**src/rtl/dcache_ctrl.sv**
```systemverilog
// dcache_ctrl: direct-mapped, write-through, no-write-allocate byte cache controller.
// Latency: load hit 2 cycles; load miss N+3; store N+2 (N = memory ack delay in cycles).
// Backpressure: CpuReq is only sampled in IDLE (Busy=0) and is never queued; memory via MemReq/MemAck.
// Ports:
//   Clk, Reset              clock, synchronous active-high reset
//   CpuReq/Wr/Addr/WData    CPU byte request; CpuRData/CpuReady completion; Busy = not IDLE
//   RamAddr, Tag*/Valid*/Data*  shared index and ports of the tag, valid and data RAMs (registered reads)
//   RamInv                  one-cycle global invalidate of the tag and valid RAMs after reset
//   Mem*                    request/acknowledge memory port (reads on miss, every store written through)
module dcache_ctrl #(
  parameter int CACHESIZE = 1024,
  parameter int INDEX     = 10,
  parameter int TAG       = 6,
  localparam int ADDR     = TAG + INDEX
) (
  input  logic            Clk,
  input  logic            Reset,
  input  logic            CpuReq,
  input  logic            CpuWr,
  input  logic [ADDR-1:0] CpuAddr,
  input  logic [7:0]      CpuWData,
  output logic [7:0]      CpuRData,
  output logic            CpuReady,
  output logic            Busy,
  output logic [INDEX-1:0] RamAddr,
  output logic            TagWr,
  output logic [TAG-1:0]  TagIn,
  input  logic [TAG-1:0]  TagOut,
  output logic            ValidWr,
  output logic            ValidIn,
  input  logic            ValidOut,
  output logic            DataWr,
  output logic [7:0]      DataIn,
  input  logic [7:0]      DataOut,
  output logic            RamInv,
  output logic            MemReq,
  output logic            MemWr,
  output logic [ADDR-1:0] MemAddr,
  output logic [7:0]      MemWData,
  input  logic [7:0]      MemRData,
  input  logic            MemAck
);

  typedef enum logic [2:0] {
    S_INIT, S_IDLE, S_LOOKUP, S_MEMRD, S_FILL, S_MEMWR
  } state_t;

  state_t          state, state_nx;
  logic [ADDR-1:0] addr_q;
  logic [7:0]      wd_q;
  logic [7:0]      md_q;
  logic            wr_q;
  logic            hit;
  logic            ready_nx;
  logic            rdata_ld;
  logic [7:0]      rdata_nx;

  // CACHESIZE is 2**INDEX, so the modulo is simply the low INDEX address bits.
  function automatic logic [INDEX-1:0] idx_of(input logic [ADDR-1:0] a);
    return INDEX'(32'(a) % CACHESIZE);
  endfunction

  assign hit      = ValidOut & (TagOut == addr_q[ADDR-1:INDEX]);
  assign Busy     = (state != S_IDLE);
  // Request fields come straight from the captured registers, so they hold
  // steady for the whole MemReq window.
  assign MemAddr  = addr_q;
  assign MemWData = wd_q;

  always_ff @(posedge Clk) begin
    if (Reset) begin
      state    <= S_INIT;
      addr_q   <= '0;
      wd_q     <= '0;
      md_q     <= '0;
      wr_q     <= 1'b0;
      CpuReady <= 1'b0;
      CpuRData <= 8'h00;
    end else begin
      state    <= state_nx;
      CpuReady <= ready_nx;
      if (rdata_ld) CpuRData <= rdata_nx;
      if (state == S_IDLE && CpuReq) begin
        addr_q <= CpuAddr;
        wd_q   <= CpuWData;
        wr_q   <= CpuWr;
      end
      if (state == S_MEMRD && MemAck) md_q <= MemRData;
    end
  end

  // RAM strobes and RamInv are masked by Reset so that a reset arriving in
  // LOOKUP/FILL abandons the operation without touching the RAMs.
  always_comb begin
    state_nx = state;
    ready_nx = 1'b0;
    rdata_ld = 1'b0;
    rdata_nx = md_q;
    RamAddr  = idx_of(addr_q);
    TagWr    = 1'b0;
    TagIn    = addr_q[ADDR-1:INDEX];
    ValidWr  = 1'b0;
    ValidIn  = 1'b1;
    DataWr   = 1'b0;
    DataIn   = wd_q;
    RamInv   = 1'b0;
    MemReq   = 1'b0;
    MemWr    = 1'b0;
    case (state)
      S_INIT: begin
        RamInv   = ~Reset;
        state_nx = S_IDLE;
      end
      S_IDLE: begin
        // Present the incoming index so the RAMs read on the accepting edge.
        RamAddr = idx_of(CpuAddr);
        if (CpuReq) state_nx = S_LOOKUP;
      end
      S_LOOKUP: begin
        if (wr_q) begin
          DataWr   = hit & ~Reset;
          state_nx = S_MEMWR;
        end else if (hit) begin
          rdata_ld = 1'b1;
          rdata_nx = DataOut;
          ready_nx = 1'b1;
          state_nx = S_IDLE;
        end else begin
          state_nx = S_MEMRD;
        end
      end
      S_MEMRD: begin
        MemReq = 1'b1;
        if (MemAck) state_nx = S_FILL;
      end
      S_FILL: begin
        TagWr    = ~Reset;
        ValidWr  = ~Reset;
        DataWr   = ~Reset;
        DataIn   = md_q;
        rdata_ld = 1'b1;
        ready_nx = 1'b1;
        state_nx = S_IDLE;
      end
      S_MEMWR: begin
        MemReq = 1'b1;
        MemWr  = 1'b1;
        if (MemAck) begin
          ready_nx = 1'b1;
          state_nx = S_IDLE;
        end
      end
      default: state_nx = S_INIT;
    endcase
  end

endmodule

```
**config.mk**
```make
export PLATFORM = sky130hd
export DESIGN_NAME = dcache_ctrl
export DESIGN_NICKNAME = d
export VERILOG_FILES = /design/src/rtl/dcache_ctrl.sv
export SDC_FILE = /design/constraint.sdc
export NUM_CORES = 1
export LEC_CHECK = 0
export BUFFER_PORTS_ARGS = -buffer_cell sky130_fd_sc_hd__buf_2
export CAP_MARGIN = 10
export CORE_ASPECT_RATIO = 0.9
export CORE_UTILIZATION = 48
export CTS_CLUSTER_DIAMETER = 200
export CTS_CLUSTER_SIZE = 40
export DETAILED_ROUTE_END_ITERATION = 6
export MAX_ROUTING_LAYER = met4
export PLACE_DENSITY_LB_ADDON = 0.08
export SYNTH_ARGS = -nofsm -noshare
export SYNTH_HDL_FRONTEND = slang
export SYNTH_SLANG_ARGS = --single-unit
```
**constraint.sdc**
```tcl
create_clock -name Clk -period 4.45 [get_ports Clk]
set_clock_uncertainty 0.1 [all_clocks]
set_input_delay 0.89 -clock Clk [delete_from_list [all_inputs] [get_ports Clk]]
set_output_delay 0.89 -clock Clk [all_outputs]
set_load 0.01 [all_outputs]
```
* Word-level counts from Yosys, hierarchy flattened
Index checks and enable logic that the tools add are counted.
** Storage, ports and cells
- Register bits :: 45
- Bits of input ports :: 52
- Output and inout port bits :: 65
- Logic and storage cells :: 48
** Operators by class
- Equal/unequal tests :: 10
- Muxes and demuxes :: 22
- Bitwise logic cells :: 3
- Reduce and logical (&&, ||, !) cells :: 6
** Operators with widths (number)
- 2-to-1 mux 8 bit :: 4
- one-hot mux 3 bit (5 select lines) :: 1
- 2-to-1 mux 3 bit :: 4
- 2-to-1 mux 10 bit :: 1
- 2-to-1 mux 1 bit :: 8
- equality test 3 x 2 -> 1 bit, second input constant :: 2
- equality test 3 bit, second input constant :: 2
- equality test 6 bit :: 1
- inequality test 2 bit, second input constant :: 3
- one-hot mux 1 bit (2 select lines) :: 2
- OR reduction 2 bit :: 2
- equality test 3 x 1 -> 1 bit, second input constant :: 1
- zero test 3 bit :: 1
- inequality test 3 x 1 -> 1 bit, second input constant :: 1
- one-hot mux 1 bit (3 select lines) :: 1
- AND reduction 3 bit :: 1
- AND 1 bit :: 2
- logical AND 1 bit :: 2
- 2-to-1 mux 2 bit :: 1
- inverter 1 bit :: 1

* Depth between registers and ports, before layout
Gate-level depths: netlist (run 1).
- Word-level depth :: 5
- Mapped depth :: 6
- Mapped depth without buffers :: 4

* Worst setup path before layout (run 1)
OpenSTA, ideal clock, no wires.
- Path type :: in2out
- Start point :: input port TagOut[4]
- End point :: output port DataWr
- Data arrival time :: 1.733 ns
- Data required time :: 3.460 ns
- Path slack :: 1.727 ns
- Cell stages on the path :: 4
- Path buffers :: 0
- Path through :: xor2_1 -> nor4_4 -> a41oi_1 -> nor2_1
** On the way
- Word-level cells in the longest chain between the ends :: 5
** RTL lines
- from (decl) :: RTL line 28 : input logic [TAG-1:0] TagOut,
- equality test 6 bit :: RTL line 63 : assign hit = ValidOut & (TagOut == addr_q[ADDR-1:INDEX]);
- AND 1 bit :: RTL line 63
- AND 1 bit :: RTL line 121 : DataWr = hit & ~Reset;
- 2-to-1 mux 1 bit :: RTL line 120 : if (wr_q) begin
- one-hot mux 1 bit (2 select lines) :: RTL line 109 : case (state)
- to (decl) :: RTL line 32 : output logic DataWr,
No other way between the ends.

* Worst setup path in the final report (run 1)
- Start point :: register state[0]
- End point :: output port RamAddr[3]
** On the way
- Word-level cells in the longest chain between the ends :: 2
** RTL lines
- from (decl) :: RTL line 48 : state_t state, state_nx;
- from (signal assigned) :: RTL line 80 : state <= state_nx;
- equality test 3 x 1 -> 1 bit :: RTL line 109
- 2-to-1 mux 10 bit :: RTL line 109
- to (decl) :: RTL line 25 : output logic [INDEX-1:0] RamAddr,
No other way between the ends.

==> reports/qor.yml, run 1 <==
synth_nets: 316
tns_ns: 0
antenna_found_initial: 0
reg2regPathDepth: 4
async_flop_share: 0
hold_class: "flop to flop"
gp_congestion: 0.857
pre_cts_ws_ns: 1.50
cts_root_buffer: "clkbuf_8"
rsz0062_at_grt: "no"
gr-total-overflow: 0
synth-warning-count: 0
drt-initial-drc-count: 103
clock_path_buffers: 2
synth-edff-count: 0
path_clk_slew_ns: 0.08
max_freq_mhz: 305
cts_tree: "done"
avgRoutedWirePerCell_um: 12.0
worstSkewPairLatency_ns: 0.29
drcViolationCount: 0
yosys_register_bits: 45
routed_wl_mm: 5.10
drive_above_1_share: 0.430
num_rows: 23
dieHeight_um: 66.5
vdd_drop_max_v: 0.000177
nFillCells: 435
antenna_cells: 0
via_count: 2063
initial_core_util: 0.500
powerDensity_mw_per_mm2: 290
crit_required_ns: 3.46
first_global_vias: 1716
synth.distinct_cells: 30
final_max_slew_viol_count: 0
layout.nets: 417
io_pins: 117
grt_max_degree: 31
ys_seq_area_frac: 0.406
finalSetupViolCount: 0
ys.flop_type: "dfxtp_1"
fin_crit_sh: 0.738
start_kind: "flop"
syn2layout_area_growth_pct: 28.8
period_needed_ns: 3.28
grt_pass1_wl_mm: 7.78
worst_setup_path_end_kind: "output pin"
core_mm2: 0.00443
htree_levels: 2
syn_inst: 264
drv_cap: 0
power_uw: 829
track_usage: 0.213
post_drt_via_cell_ratio: 4.83
cp.arrival_ns: 2.29
crit_fanout: 11
cts_buffers: 5
hold_viol: 0
fp.dieW_um: 73.6
port_buffers: 115
maxSlewHeadroom: 0.371
syn_area_mm2: 0.00222
outcome: "finished, final reports clean"
die_area_mm2: 0.00490
ant_nets: 0
stdcell_count: 427
fin_util: 0.645
postCtsSetupBuffers: 0
dpl.cell_count: 420
cts_hold_buf: 0
cts.sinks: 45
hold_depth: 2
critical_path_class: "flop to output pin"
p_leak_nw: 1.37
first_pass_iters: 6
worstMarginPinSlew_ns: 0.942
avgSynthCellArea_um2: 8.40
fin_ws_ns: 1.17
place_hpwl_mm: 3.68
cts_resized: 0
-- area by class of cell --
cell class,instances,area (um2),share of cell area
timing repair buffer,118,598,0.209
multi-input combinational,192,1180,0.414
clock buffer,7,86.3,0.0302
inverter,3,11.3,0.00394
tap,62,77.6,0.0272
sequential,45,901,0.315
-- sequential cells by signal (all words and copies together), names as in the netlist --
name / cells
CpuRData: 8
CpuReady: 1
MemAddr: 16
MemWData: 8
md_q: 8
state: 3
wr_q: 1
-- synthesized netlist by cell type, drive strengths merged (2+ instances only) --
| master | number | area (um2) |
|---|---|---|
| a21oi | 36 | 180 |
| buf | 14 | 92.6 |
| clkbuf | 10 | 37.5 |
| dfxtp | 45 | 901 |
| inv | 3 | 11.3 |
| mux2 | 26 | 293 |
| mux2i | 8 | 80.1 |
| nand2 | 69 | 259 |
| nand2b | 2 | 12.5 |
| nor2 | 14 | 52.6 |
| nor2b | 11 | 68.8 |
| nor3b | 2 | 15.0 |
| nor4 | 2 | 27.5 |
| o21ai | 2 | 10.0 |
| xor2 | 7 | 61.3 |
-- layer usage --
layer / vias up / GRT usage / routed length (um)
met5: - / - / 0
met4: 0 / 0.0577 / 36
met3: 5 / 0.0484 / 296
met2: 75 / 0.344 / 2320
met1: 914 / 0.269 / 2450
li1: 1069 / - / -
-- through the flow --
stage | hold WS, ns | instance area, um2
3_5_place_dp | 0.358 | 2770
3_3_place_gp | 0.354 | 2770
5_1_grt | 0.393 | 2860
6_report | 0.364 | 2860
4_1_cts | 0.369 | 2860
2_1_floorplan | 0.346 | 2220
-- critical path: stages (launching register included) --
cell and delay, ns:
dfxtp_1 0.54, nand2b_1 0.19, nor2_1 0.72, mux2_2 0.41, buf_2 0.14
-- placed cells by master (no fill, tap or decap), drive strengths merged, types with 2 or more instances in the layout --
master  netlist  layout
nor3b         2       2
buf          14     118
nor4          2       2
xor2          7       7
o21ai         2       2
nor2b        11      11
nand2b        2       2
clkbuf       10       7
inv           3       3
nor2         14      14
nand2        69      69
mux2         26      26
a21oi        36      36
dfxtp        45      45
mux2i         8       8
-- power breakdown --
part | leakage (nW) | switching, mW | total (mW) | internal [mW]
combinational | 0.956 | 0.0783 | 0.146 | 0.0682
sequential | 0.365 | 0.0160 | 0.433 | 0.417
clock | 0.0443 | 0.127 | 0.250 | 0.123
-- worst paths after layout --
path                     from          end  slack, ns
setup / recovery     state[0]   RamAddr[3]       1.17
hold / removal    MemWData[5]  MemWData[5]       0.36
setup reg to reg     state[0]   MemAddr[8]       2.50
hold reg to reg   MemWData[5]  MemWData[5]       0.36
-- logic make-up (layout without fill, tap and decap cells) --
kind of cell | after synthesis | in the layout | synth area share
and+or+nand+nor | 108 | 108 | 0.231
buffers and inverters | 27 | 128 | 0.0638
xor gates and xnor gates | 7 | 7 | 0.0277
DFF | 45 | 45 | 0.406
other | 1 | 1 | 0.00169
muxes | 34 | 34 | 0.168
AOI/OAI and AO/OA | 42 | 42 | 0.102
(Power assumes the default switching activity.)
==> run 2: changes to the inputs <==
--- a/config.mk
+++ b/config.mk
@@ -8,7 +8,7 @@
 export BUFFER_PORTS_ARGS = -buffer_cell sky130_fd_sc_hd__buf_2
 export CAP_MARGIN = 10
 export CORE_ASPECT_RATIO = 0.9
-export CORE_UTILIZATION = 48
+export CORE_UTILIZATION = 45
 export CTS_CLUSTER_DIAMETER = 200
 export CTS_CLUSTER_SIZE = 40
 export DETAILED_ROUTE_END_ITERATION = 6
==> constraint.sdc (replaced) <==
create_clock -name Clk -period 3.05 [get_ports Clk]
set_clock_uncertainty 0.1 [all_clocks]
set_input_delay 0.61 -clock Clk [delete_from_list [all_inputs] [get_ports Clk]]
set_output_delay 0.61 -clock Clk [all_outputs]
set_load 0.01 [all_outputs]
==> reports/qor.yml, run 2 (synthesized netlist as in run 1, its figures left out) <==
outcome: "finished, final reports clean"
p_leak_nw: 1.37
avgRoutedWirePerCell_um: 12.6
cp.arrival_ns: 1.99
period_needed_ns: 2.70
fin_util: 0.621
postCtsSetupBuffers: 0
core_mm2: 0.00460
grt_pass1_wl_mm: 8.44
fin_crit_sh: 0.887
io_pins: 117
nFillCells: 457
crit_fanout: 16
maxSlewHeadroom: 0.408
ant_nets: 0
first_pass_iters: 4
crit_required_ns: 2.34
post_drt_via_cell_ratio: 4.88
final_common_cell: "buf_2"
hold_ws_ns: 0.367
track_usage: 0.213
critical_path_class: "flop to output pin"
rsz0062_at_grt: "no"
cts_buffers: 5
multi_input_area_mm2: 0.00118
tns_ns: 0
initial_core_util: 0.482
drt-initial-drc-count: 124
vdd_drop_max_v: 0.000272
sw_frac_of_total: 0.272
worstSkewPairLatency_ns: 0.29
cts_hold_buf: 0
drive_above_1_share: 0.428
worstMarginPinSlew_ns: 0.887
antenna_cells: 0
cts_root_buffer: "clkbuf_8"
p_clk_frac: 0.291
die_area_mm2: 0.00521
p_int_uw: 874
cts_tree: "done"
place_hpwl_mm: 3.86
max_freq_mhz: 370
largest_reg_flops: 16
first_global_vias: 1796
gr-total-overflow: 0
p_seq_frac: 0.527
worst_setup_path_end_kind: "output pin"
cts_resized: 0
syn2layout_area_growth_pct: 28.9
routed_wl_mm: 5.39
power_mw: 1.20
final_cell_mix: "buf_2 (115), nand2_1 (69), dfxtp_1 (45), a21oi_1 (36), mux2_2 (26)"
layout.nets: 418
fp.dieW_um: 76.0
cts.sinks: 45
hold_viol: 0
path_clk_slew_ns: 0.08
hold_class: "flop to flop"
gp_congestion: 0.820
powerDensity_mw_per_mm2: 420
finalSetupViolCount: 0
pwr-share-comb: 0.181
clock_path_buffers: 2
htree_levels: 2
num_rows: 23
antenna_found_initial: 0
port_buffers: 115
drv_cap: 0
regArea_um2: 901
p_switching_uw: 326
via_count: 2092
dieHeight_um: 68.6
drcViolationCount: 0
final_max_slew_viol_count: 0
grt_max_degree: 47
start_kind: "flop"
## run 2: final timing paths
check,start,end,slack (ns),cells after the start
setup / recovery,state[2],DataIn[2],0.35,4
hold reg to reg,MemAddr[2],MemAddr[2],0.37,2
hold / removal,MemAddr[2],MemAddr[2],0.37,2
setup reg to reg,state[2],CpuRData[1],1.08,5
## run 2: per-stage QoR
| step | instance area, um2 | std cells | setup slack [ns] |
|---|---|---|---|
| finish | 2860 | 429 | 0.345 |
| global route | 2860 | 429 | 0.236 |
| CTS | 2860 | 429 | 0.358 |
| detailed placement | 2780 | 421 | 0.669 |
| global placement | 2780 | 421 | 0.695 |
| floorplan | 2220 | 264 | 0.852 |
## run 2: power groups by stage
stage               Clock (mW)  Sequential, mW  Combinational [mW]
floorplan                    0           0.645               0.130
global route             0.379           0.636               0.241
detailed placement           0           0.646               0.218
global placement             0           0.645               0.217
CTS                      0.357           0.632               0.219
finish                   0.350           0.632               0.218
## run 2: critical path, stage by stage (launching register included)
cell and delay [ns]:
dfxtp_1 0.57, nor3b_2 0.32, buf_4 0.31, mux2_2 0.36
buf_2 0.14
## run 2: layer usage
metal | up-vias | GRT usage | wire, um
met5 | - | - | 0
met2 | 68 | 0.358 | 2430
met4 | 0 | 0.0649 | 58
met3 | 7 | 0.0434 | 292
met1 | 940 | 0.264 | 2610
li1 | 1077 | - | -
## run 2: layout make-up
cell class / instances / share of cell area
clock buffer: 8 / 0.0280
multi-input combinational: 192 / 0.414
timing repair buffer: 119 / 0.212
tap: 62 / 0.0271
sequential: 45 / 0.315
inverter: 3 / 0.00394
==> run 3: changes to the inputs <==
--- a/config.mk
+++ b/config.mk
@@ -8,10 +8,12 @@
 export BUFFER_PORTS_ARGS = -buffer_cell sky130_fd_sc_hd__buf_2
 export CAP_MARGIN = 10
 export CORE_ASPECT_RATIO = 0.9
-export CORE_UTILIZATION = 45
+export CORE_UTILIZATION = 46
+export CTS_BUF_LIST = sky130_fd_sc_hd__clkbuf_8
 export CTS_CLUSTER_DIAMETER = 200
 export CTS_CLUSTER_SIZE = 40
 export DETAILED_ROUTE_END_ITERATION = 6
+export GPL_TIMING_DRIVEN = 0
 export MAX_ROUTING_LAYER = met4
 export PLACE_DENSITY_LB_ADDON = 0.08
 export SYNTH_ARGS = -nofsm -noshare
==> constraint.sdc (replaced) <==
create_clock -name Clk -period 2.57 [get_ports Clk]
set_clock_uncertainty 0.1 [all_clocks]
set_input_delay 0.514 -clock Clk [delete_from_list [all_inputs] [get_ports Clk]]
set_output_delay 0.514 -clock Clk [all_outputs]
set_load 0.01 [all_outputs]
==> reports/qor.yml, run 3 (synthesized netlist as in run 1, its figures left out) <==
outcome: "finished, final reports clean"
antenna_cells: 0
drive_above_1_share: 0.429
initial_core_util: 0.488
fin_crit_sh: 0.959
first_pass_iters: 4
htree_levels: 2
p_leak_nw: 1.43
final_cell_mix: "buf_2 (119), nand2_1 (69), dfxtp_1 (45), a21oi_1 (36), mux2_2 (26)"
gp_congestion: 0.848
max_freq_mhz: 406
cts_root_buffer: "clkbuf_8"
post_drt_via_cell_ratio: 4.74
crit_required_ns: 1.96
crit_fanout: 10
finalInstanceArea_mm2: 0.00295
track_usage: 0.225
drv_cap: 0
worstMarginPinSlew_ns: 0.533
port_buffers: 115
core_mm2: 0.00455
start_kind: "input pin"
critical_path_class: "input pin to output pin"
place_area_mm2: 0.00287
finalSetupViolCount: 0
drcViolationCount: 0
antenna_found_initial: 0
postCtsSetupBuffers: 0
num_rows: 23
period_needed_ns: 2.47
largest_reg_flops: 16
io_pins: 117
hold_ws_ns: 0.346
rrSetupSlack_ns: 0.81
routed_wl_mm: 5.54
avgRoutedWirePerCell_um: 12.4
dpl.cell_count: 441
powerDensity_mw_per_mm2: 494
grt_pass1_wl_mm: 8.34
stdcell_count: 447
layout.nets: 437
syn2layout_area_growth_pct: 33.1
maxSlewHeadroom: 0.644
dieHeight_um: 67.9
drt-initial-drc-count: 93
die_area_mm2: 0.00510
worst_setup_path_end_kind: "output pin"
worstSkewPairLatency_ns: 0.29
path_clk_slew_ns: 0.08
first_global_vias: 1852
tns_ns: 0
hold_viol: 0
cts_resized: 0
final_max_slew_viol_count: 0
ant_nets: 0
fp.dieW_um: 75.2
cts_buffers: 5
cts_tree: "done"
rsz0062_at_grt: "no"
cp.arrival_ns: 1.85
gr-total-overflow: 0
place_hpwl_mm: 4.21
grt_max_degree: 19
final_common_cell: "buf_2"
via_count: 2119
clock_path_buffers: 2
hold_class: "input pin to flop"
vdd_drop_max_v: 0.000366
cts.sinks: 45
==> run 3: metrics by stage <==
| step | power, mW | util | setup slack, ns |
|---|---|---|---|
| global route | 1.52 | 0.649 | 0.00696 |
| finish | 1.46 | 0.649 | 0.105 |
| floorplan | 0.920 | - | 0.468 |
| CTS | 1.47 | 0.649 | 0.0985 |
| detailed placement | 1.04 | 0.631 | 0.102 |
| global placement | 1.04 | 0.631 | 0.108 |
==> run 3: metal layers <==
metal | GRT usage | vias to the layer above | wire [um]
met3 | 0.0545 | 8 | 380
li1 | - | 1109 | -
met4 | 0.0694 | 0 | 55
met1 | 0.288 | 920 | 2600
met2 | 0.352 | 82 | 2500
met5 | - | - | 0
==> run 3: area by class of cell <==
| cell class | count | area (um2) |
|---|---|---|
| Buffer | 23 | 125 |
| Clock buffer | 6 | 82.6 |
| Clock inverter | 1 | 3.75 |
| Fill cell | 443 | 1600 |
| Inverter | 3 | 11.3 |
| Multi-Input combinational cell | 192 | 1170 |
| Sequential cell | 45 | 901 |
| Tap cell | 62 | 77.6 |
| Timing Repair Buffer | 115 | 576 |
==> run 3: path summary, 6_finish.rpt <==
| path | start | endpoint | cells after the start |
|---|---|---|---|
| worst max-delay path | Reset | ValidWr | 6 |
| worst min-delay path | MemRData[4] | md_q[4] | 3 |
| worst max register to register | state[0] | CpuRData[3] | 6 |
| worst min register to register | MemAddr[4] | MemAddr[4] | 2 |
==> run 3: worst max-delay path, cell delays in order <==
cell	delay (ns)
buf_2	0.09
clkbuf_1	0.41
clkbuf_1	0.44
nor2b_1	0.12
buf_4	0.15
buf_2	0.13
==> run 3: where the power goes <==
part / internal (mW) / switching [mW] / leakage (nW)
combinational: 0.129 / 0.148 / 1.02
clock: 0.210 / 0.228 / 0.0485
sequential: 0.722 / 0.0211 / 0.365
==> run 3: what timing repair did <==
action                                  4_1_cts  5_1_grt
hold buffers                                  0        0
endpoints found under the setup margin        9        0
hold endpoints to repair                      0        0
